--- src/rtl/address_range_generator.sv ---
// ============================================================================
// Module   : address_range_generator
// Brief    : Walks base..bound (inclusive) in steps of stride and presents
//            each address on a valid/ready handshake. Optional wrap mode
//            restarts at base forever; stop aborts a walk at any time.
// Options  : ADDRESS_RANGE_GENERATOR_COUNT_EN adds xfer_count_o, the number
//            of transfers completed in the current walk.
// Revision : 1.0 - initial release
// ============================================================================
`default_nettype none

module address_range_generator #(
    parameter int ADDR_WIDTH   = 12,
    parameter int STRIDE_WIDTH = 4
) (
    input  logic                    clock_i,
    input  logic                    reset_n_i,
    input  logic                    start_i,
    input  logic                    stop_i,
    input  logic [ADDR_WIDTH-1:0]   base_addr_i,
    input  logic [ADDR_WIDTH-1:0]   bound_addr_i,
    input  logic [STRIDE_WIDTH-1:0] stride_i,
    input  logic                    wrap_i,
    output logic [ADDR_WIDTH-1:0]   addr_out_o,
    output logic                    addr_valid_o,
    input  logic                    addr_ready_i,
    output logic                    busy_o,
    output logic                    done_o,
`ifdef ADDRESS_RANGE_GENERATOR_COUNT_EN
    output logic [ADDR_WIDTH:0]     xfer_count_o,
`endif
    output logic                    error_o
);

    typedef enum logic [1:0] {
        ST_IDLE = 2'd0,
        ST_RUN  = 2'd1,
        ST_DONE = 2'd2
    } state_t;

    state_t                  state_q;
    logic [ADDR_WIDTH-1:0]   addr_q;
    logic                    valid_q;
    logic                    busy_q;
    logic                    done_q;
    logic                    error_q;
    logic [ADDR_WIDTH-1:0]   base_q;
    logic [ADDR_WIDTH-1:0]   bound_q;
    logic [STRIDE_WIDTH-1:0] stride_q;
    logic                    wrap_q;

    // One extra bit so a step past the top of the address space is seen
    // as "past the end" instead of silently wrapping to a low address.
    logic [ADDR_WIDTH:0]     next_addr_d;
    logic                    past_end_d;
    logic                    xfer_d;
    logic                    start_ok_d;

    // Next-address arithmetic and handshake decode.
    assign next_addr_d = {1'b0, addr_q} + (ADDR_WIDTH+1)'(stride_q);
    assign past_end_d  = next_addr_d > {1'b0, bound_q};
    assign xfer_d      = valid_q & addr_ready_i;
    assign start_ok_d  = start_i & (base_addr_i <= bound_addr_i);

    // Walk controller: state, address, handshake and status pulses.
    always_ff @(posedge clock_i or negedge reset_n_i) begin
        if (!reset_n_i) begin
            state_q  <= ST_IDLE;
            addr_q   <= '0;
            valid_q  <= 1'b0;
            busy_q   <= 1'b0;
            done_q   <= 1'b0;
            error_q  <= 1'b0;
            base_q   <= '0;
            bound_q  <= '0;
            stride_q <= '0;
            wrap_q   <= 1'b0;
        end else begin
            done_q  <= 1'b0;
            error_q <= 1'b0;
            if (stop_i) begin
                // Abort wins over everything, including a same-cycle start
                // or transfer; no done pulse is produced.
                state_q <= ST_IDLE;
                valid_q <= 1'b0;
                busy_q  <= 1'b0;
            end else begin
                case (state_q)
                    ST_IDLE: begin
                        if (start_ok_d) begin
                            base_q   <= base_addr_i;
                            bound_q  <= bound_addr_i;
                            // Stride 0 would never advance; store it as 1.
                            stride_q <= (stride_i == '0) ? STRIDE_WIDTH'(1) : stride_i;
                            wrap_q   <= wrap_i;
                            addr_q   <= base_addr_i;
                            valid_q  <= 1'b1;
                            busy_q   <= 1'b1;
                            state_q  <= ST_RUN;
                        end else if (start_i) begin
                            error_q <= 1'b1;
                        end
                    end
                    ST_RUN: begin
                        if (xfer_d) begin
                            if (!past_end_d) begin
                                addr_q <= next_addr_d[ADDR_WIDTH-1:0];
                            end else if (wrap_q) begin
                                addr_q <= base_q;
                            end else begin
                                // addr_q keeps the last emitted address.
                                valid_q <= 1'b0;
                                busy_q  <= 1'b0;
                                done_q  <= 1'b1;
                                state_q <= ST_DONE;
                            end
                        end
                    end
                    ST_DONE: begin
                        state_q <= ST_IDLE;
                    end
                    default: begin
                        state_q <= ST_IDLE;
                        valid_q <= 1'b0;
                        busy_q  <= 1'b0;
                    end
                endcase
            end
        end
    end

`ifdef ADDRESS_RANGE_GENERATOR_COUNT_EN
    logic [ADDR_WIDTH:0] count_q;

    // Transfer counter: cleared on an accepted start, saturates at all-ones.
    // A transfer coincident with stop was still taken downstream, so it counts.
    always_ff @(posedge clock_i or negedge reset_n_i) begin
        if (!reset_n_i) begin
            count_q <= '0;
        end else if (!stop_i && (state_q == ST_IDLE) && start_ok_d) begin
            count_q <= '0;
        end else if (xfer_d && (count_q != '1)) begin
            count_q <= count_q + 1'b1;
        end
    end

    assign xfer_count_o = count_q;
`endif

    assign addr_out_o   = addr_q;
    assign addr_valid_o = valid_q;
    assign busy_o       = busy_q;
    assign done_o       = done_q;
    assign error_o      = error_q;

endmodule

`default_nettype wire

--- config.mk ---
export PLATFORM = sky130hd
export DESIGN_NAME = address_range_generator
export DESIGN_NICKNAME = d
export VERILOG_FILES = /design/src/rtl/address_range_generator.sv
export SDC_FILE = /design/constraint.sdc
export NUM_CORES = 1
export LEC_CHECK = 0
export ABC_AREA = 0
export BUFFER_PORTS_ARGS = -buffer_cell sky130_fd_sc_hd__buf_4
export CAP_MARGIN = 10
export CORE_MARGIN = 4
export CORE_UTILIZATION = 35
export CTS_CLUSTER_SIZE = 40
export DETAILED_ROUTE_END_ITERATION = 6
export GPL_ROUTABILITY_DRIVEN = 0
export PLACE_DENSITY = 0.61
export SLEW_MARGIN = 10
export SYNTH_ARGS = -nofsm -noshare
export SYNTH_HDL_FRONTEND = slang
export SYNTH_SLANG_ARGS = --single-unit
--- constraint.sdc ---
create_clock -name clock_i -period 5 [get_ports clock_i]
set_input_delay 0.75 -clock clock_i [delete_from_list [all_inputs] [get_ports clock_i]]
set_output_delay 0.75 -clock clock_i [all_outputs]
set_load 0.1 [all_outputs]
==> key figures <==
Run status
  • Outcome: finished clean

Global route
  • Grt ovf: 0
  • Largest net degree at the start of global routing: 47
  • Global-route usage over all layers: 16.1%
  • First-pass GRT wire length: 13.1 mm
  • Initial antenna violation count: 0
  • Vias in the first global route: 2,566

Die
  • Initial Util: 35.7%
  • Ports: 50
  • Num rows: 34
  • Core footprint: 8680 um2
  • Die area: 10,400 um2
  • Die Span Y: 102 um
  • Die X-Extent: 102 um

Critical path
  • Reg-to-reg slack, setup: 1.04 ns
  • Critical R2R Launch: addr_out_o[0]$_DFFE_PN0P_
  • CP Cell Sequence: ha_1 > inv_1 > fa_1 > nand2b_1 > a21oi_2 > and3_1 > xor2_1 > ha_1 > a21oi_1 > o21ai_1 > a21oi_1 > a211oi_2 > nor2_1 > o311a_4 > mux2_1
  • Startpoint types: flip-flop
  • Slowest cell on crit path: dfrtp_1
  • Family with the most delay on the worst path: compound AO/OA/AOI/OAI gates
  • Worst setup startpoint: addr_out_o[0]$_DFFE_PN0P_
  • Req. time, crit path: 5.18 ns
  • Buf/Inv on CP: 1
  • Reg2reg end: addr_out_o[0]$_DFFE_PN0P_
  • Crit-path max cell delay: 0.39 ns
  • Worst reg2reg path depth: 15
  • CP arrival: 4.14 ns
  • CP Class: flip-flop to flip-flop
  • Worst setup EP type: flip-flop
  • Worst-path fanout max: 12

STA
  • Final setup fails: 0
  • Worst Skew: 0.00618 ns
  • RSZ-0062 raised after global routing: false
  • Setup TNS: 0 ns
  • Endpoints failing hold: 0
  • Worst slew pin tran: 0.644 ns
  • Highest clock rate: 0.253 GHz
  • Period utilization: 79.2%
  • Final Max Slew Viols: 0
  • Slew margin rel.: 56.9%
  • Crit path time final: 3.96 ns

CTS
  • Clock root buffer: clkbuf_8
  • # H-tree levels: 2
  • Cts repair resizes: 0
  • CTS tree: yes
  • TritonCTS Buffers: 5
  • # clock sinks: 46
  • Worst-Skew Late Latency: 0.30 ns
  • Clock slew at reported path FFs: 0.09 ns
  • # Post-CTS Setup Buffers: 0
  • CTS Hold Bufs: 0
  • CTS max path bufs: 2

Finish
  • Fillers: 863
  • Area growth syn-to-layout: 20.0%
  • Final core occ: 42.8%
  • Post-layout nets: 434
  • Ant diodes: 0
  • Storage cell area: 1150 um2
  • Non-Filler Instances: 480
  • Area of the multi-input gates: 1750 um2
  • Share of layout cells above drive strength 1: 25.3%

Synth
  • Most frequent cells after synthesis: 46 x dfrtp_1, 36 x inv_1, 28 x ha_1
  • Most common flop cell mapped by yosys: dfrtp_1
  • Seq/Total Area, Yosys: 37.2%
  • Top cells by area, synth: dfrtp_1 37%, ha_1 11%, mux2_2 5.8%
  • Synth Area per Inst: 9.65 um2
  • Most common cell in the synthesized netlist: dfrtp_1
  • Yosys reg bits: 46
  • Cell variety after synth: 48
  • Warnings from Yosys: 0
  • Synth area leader: dfrtp_1
  • Asr flop ratio synth: 100%
  • Gate Count Post-Synth: 321
  • Syn_nets: 384
  • Synthesized area: 3100 um2
  • EDFF count, synth: 0
  • Post-synth top area share: 37.2%

Power and ir drop
  • PwrDens: 653 nW/um2
  • P_leak: 1.73 nW
  • Worst VDD drop: 0.457 mV
  • Overall Power: 2.43 mW

Min path
  • Min-Delay Path Class: primary input to asynchronous set/reset pin

Route
  • WL final: 7.73 mm
  • ANT nets after route: 0
  • DRT iter0 DRCs: 156
  • First-pass detailed-route iteration total: 6
  • Vias per cell: 5.20
  • Routed vias: 2,495
  • WL/cell: 16.1 um
  • Number of remaining DRC errors: 0

Flow run
  • MaxCap Viol Count: 0

Placement
  • Post-DP HPWL: 6.15 mm
  • Port Buffers: 49
  • Placed cells: 472
==> sequential cells by signal (all words and copies together) (netlist names) <==
register / count
base_q: 12
addr_out_o: 12
error_o: 1
done_o: 1
stride_q: 4
bound_q: 12
busy_o: 1
state_q: 2
wrap_q: 1
==> cell families after synthesis <==
kind of cell | Yosys count | synth area share, %
simple gates | 97 | 16.8
compound gates | 65 | 14.9
buf+inv | 47 | 6.18
flops | 46 | 37.2
fa+ha+maj | 29 | 12.0
mux | 28 | 10.4
xor+xnor | 9 | 2.55
==> report_power, final <==
group / internal [mW] / switching, mW / leakage, nW
registers: 0.495 / 0.106 / 0.557
clock network: 0.213 / 0.131 / 0.0714
logic: 0.490 / 0.992 / 1.10
total: 1.20 / 1.23 / 1.73
==> metrics by stage <==
step,worst slack (ns),area (um2),hold slack (ns)
final,1.04,3720,0.432
after global routing,0.714,3720,0.498
after CTS,1.03,3720,0.464
after detailed placement,1.07,3570,0.503
after global placement,1.23,3570,0.498
after floorplan,0.719,3100,0.454
==> cell usage in the layout, fill, tap and decap left out, types with 3 or more instances in the layout <==
cell type,netlist,routed
a211oi_1,3,3
a21o_1,3,3
a21oi_1,14,14
a221oi_1,6,6
a222oi_1,4,4
and3_1,3,3
buf_4,1,52
clkbuf_8,0,6
dfrtp_1,46,46
ha_1,28,28
inv_1,36,36
mux2_2,16,16
mux2_4,4,4
mux2i_1,6,6
nand2_1,26,26
nand2b_1,6,6
nand3_1,11,11
nand4_1,3,3
nor2_1,22,22
nor2b_1,4,4
nor3_1,11,11
o211ai_1,7,7
o21ai_0,15,15
xnor2_1,6,6
xor2_1,3,3
==> routing by layer <==
layer / track usage (%) / vias to the layer above / share of wire [%]
met5: 0 / - / 0
met4: 5.75 / 0 / 1.7
met3: 2.53 / 10 / 4.8
met2: 26.9 / 63 / 48
met1: 21.3 / 1171 / 45
li1: - / 1251 / -
==> worst max path at each step <==
stage                                           end  slack [ns]  cells past startpoint
after global placement    addr_out_o[1]$_DFFE_PN0P_        1.23                     15
after detailed placement  addr_out_o[1]$_DFFE_PN0P_        1.07                     15
final                     addr_out_o[0]$_DFFE_PN0P_        1.04                     15
after CTS                 addr_out_o[1]$_DFFE_PN0P_        1.03                     15
after global routing      addr_out_o[1]$_DFFE_PN0P_        0.71                     15
after floorplan           addr_out_o[4]$_DFFE_PN0P_        0.72                     15
==> layout make-up <==
type	instances	share of cell area [%]
Clock buffer	6	2.22
Inverter	38	3.84
Tap cell	108	3.64
Clock inverter	2	1.62
Timing Repair Buffer	52	10.5
Multi-Input combinational cell	228	47.2
Sequential cell	46	31.0
No activity file was read; power rests on OpenSTA's default activity.
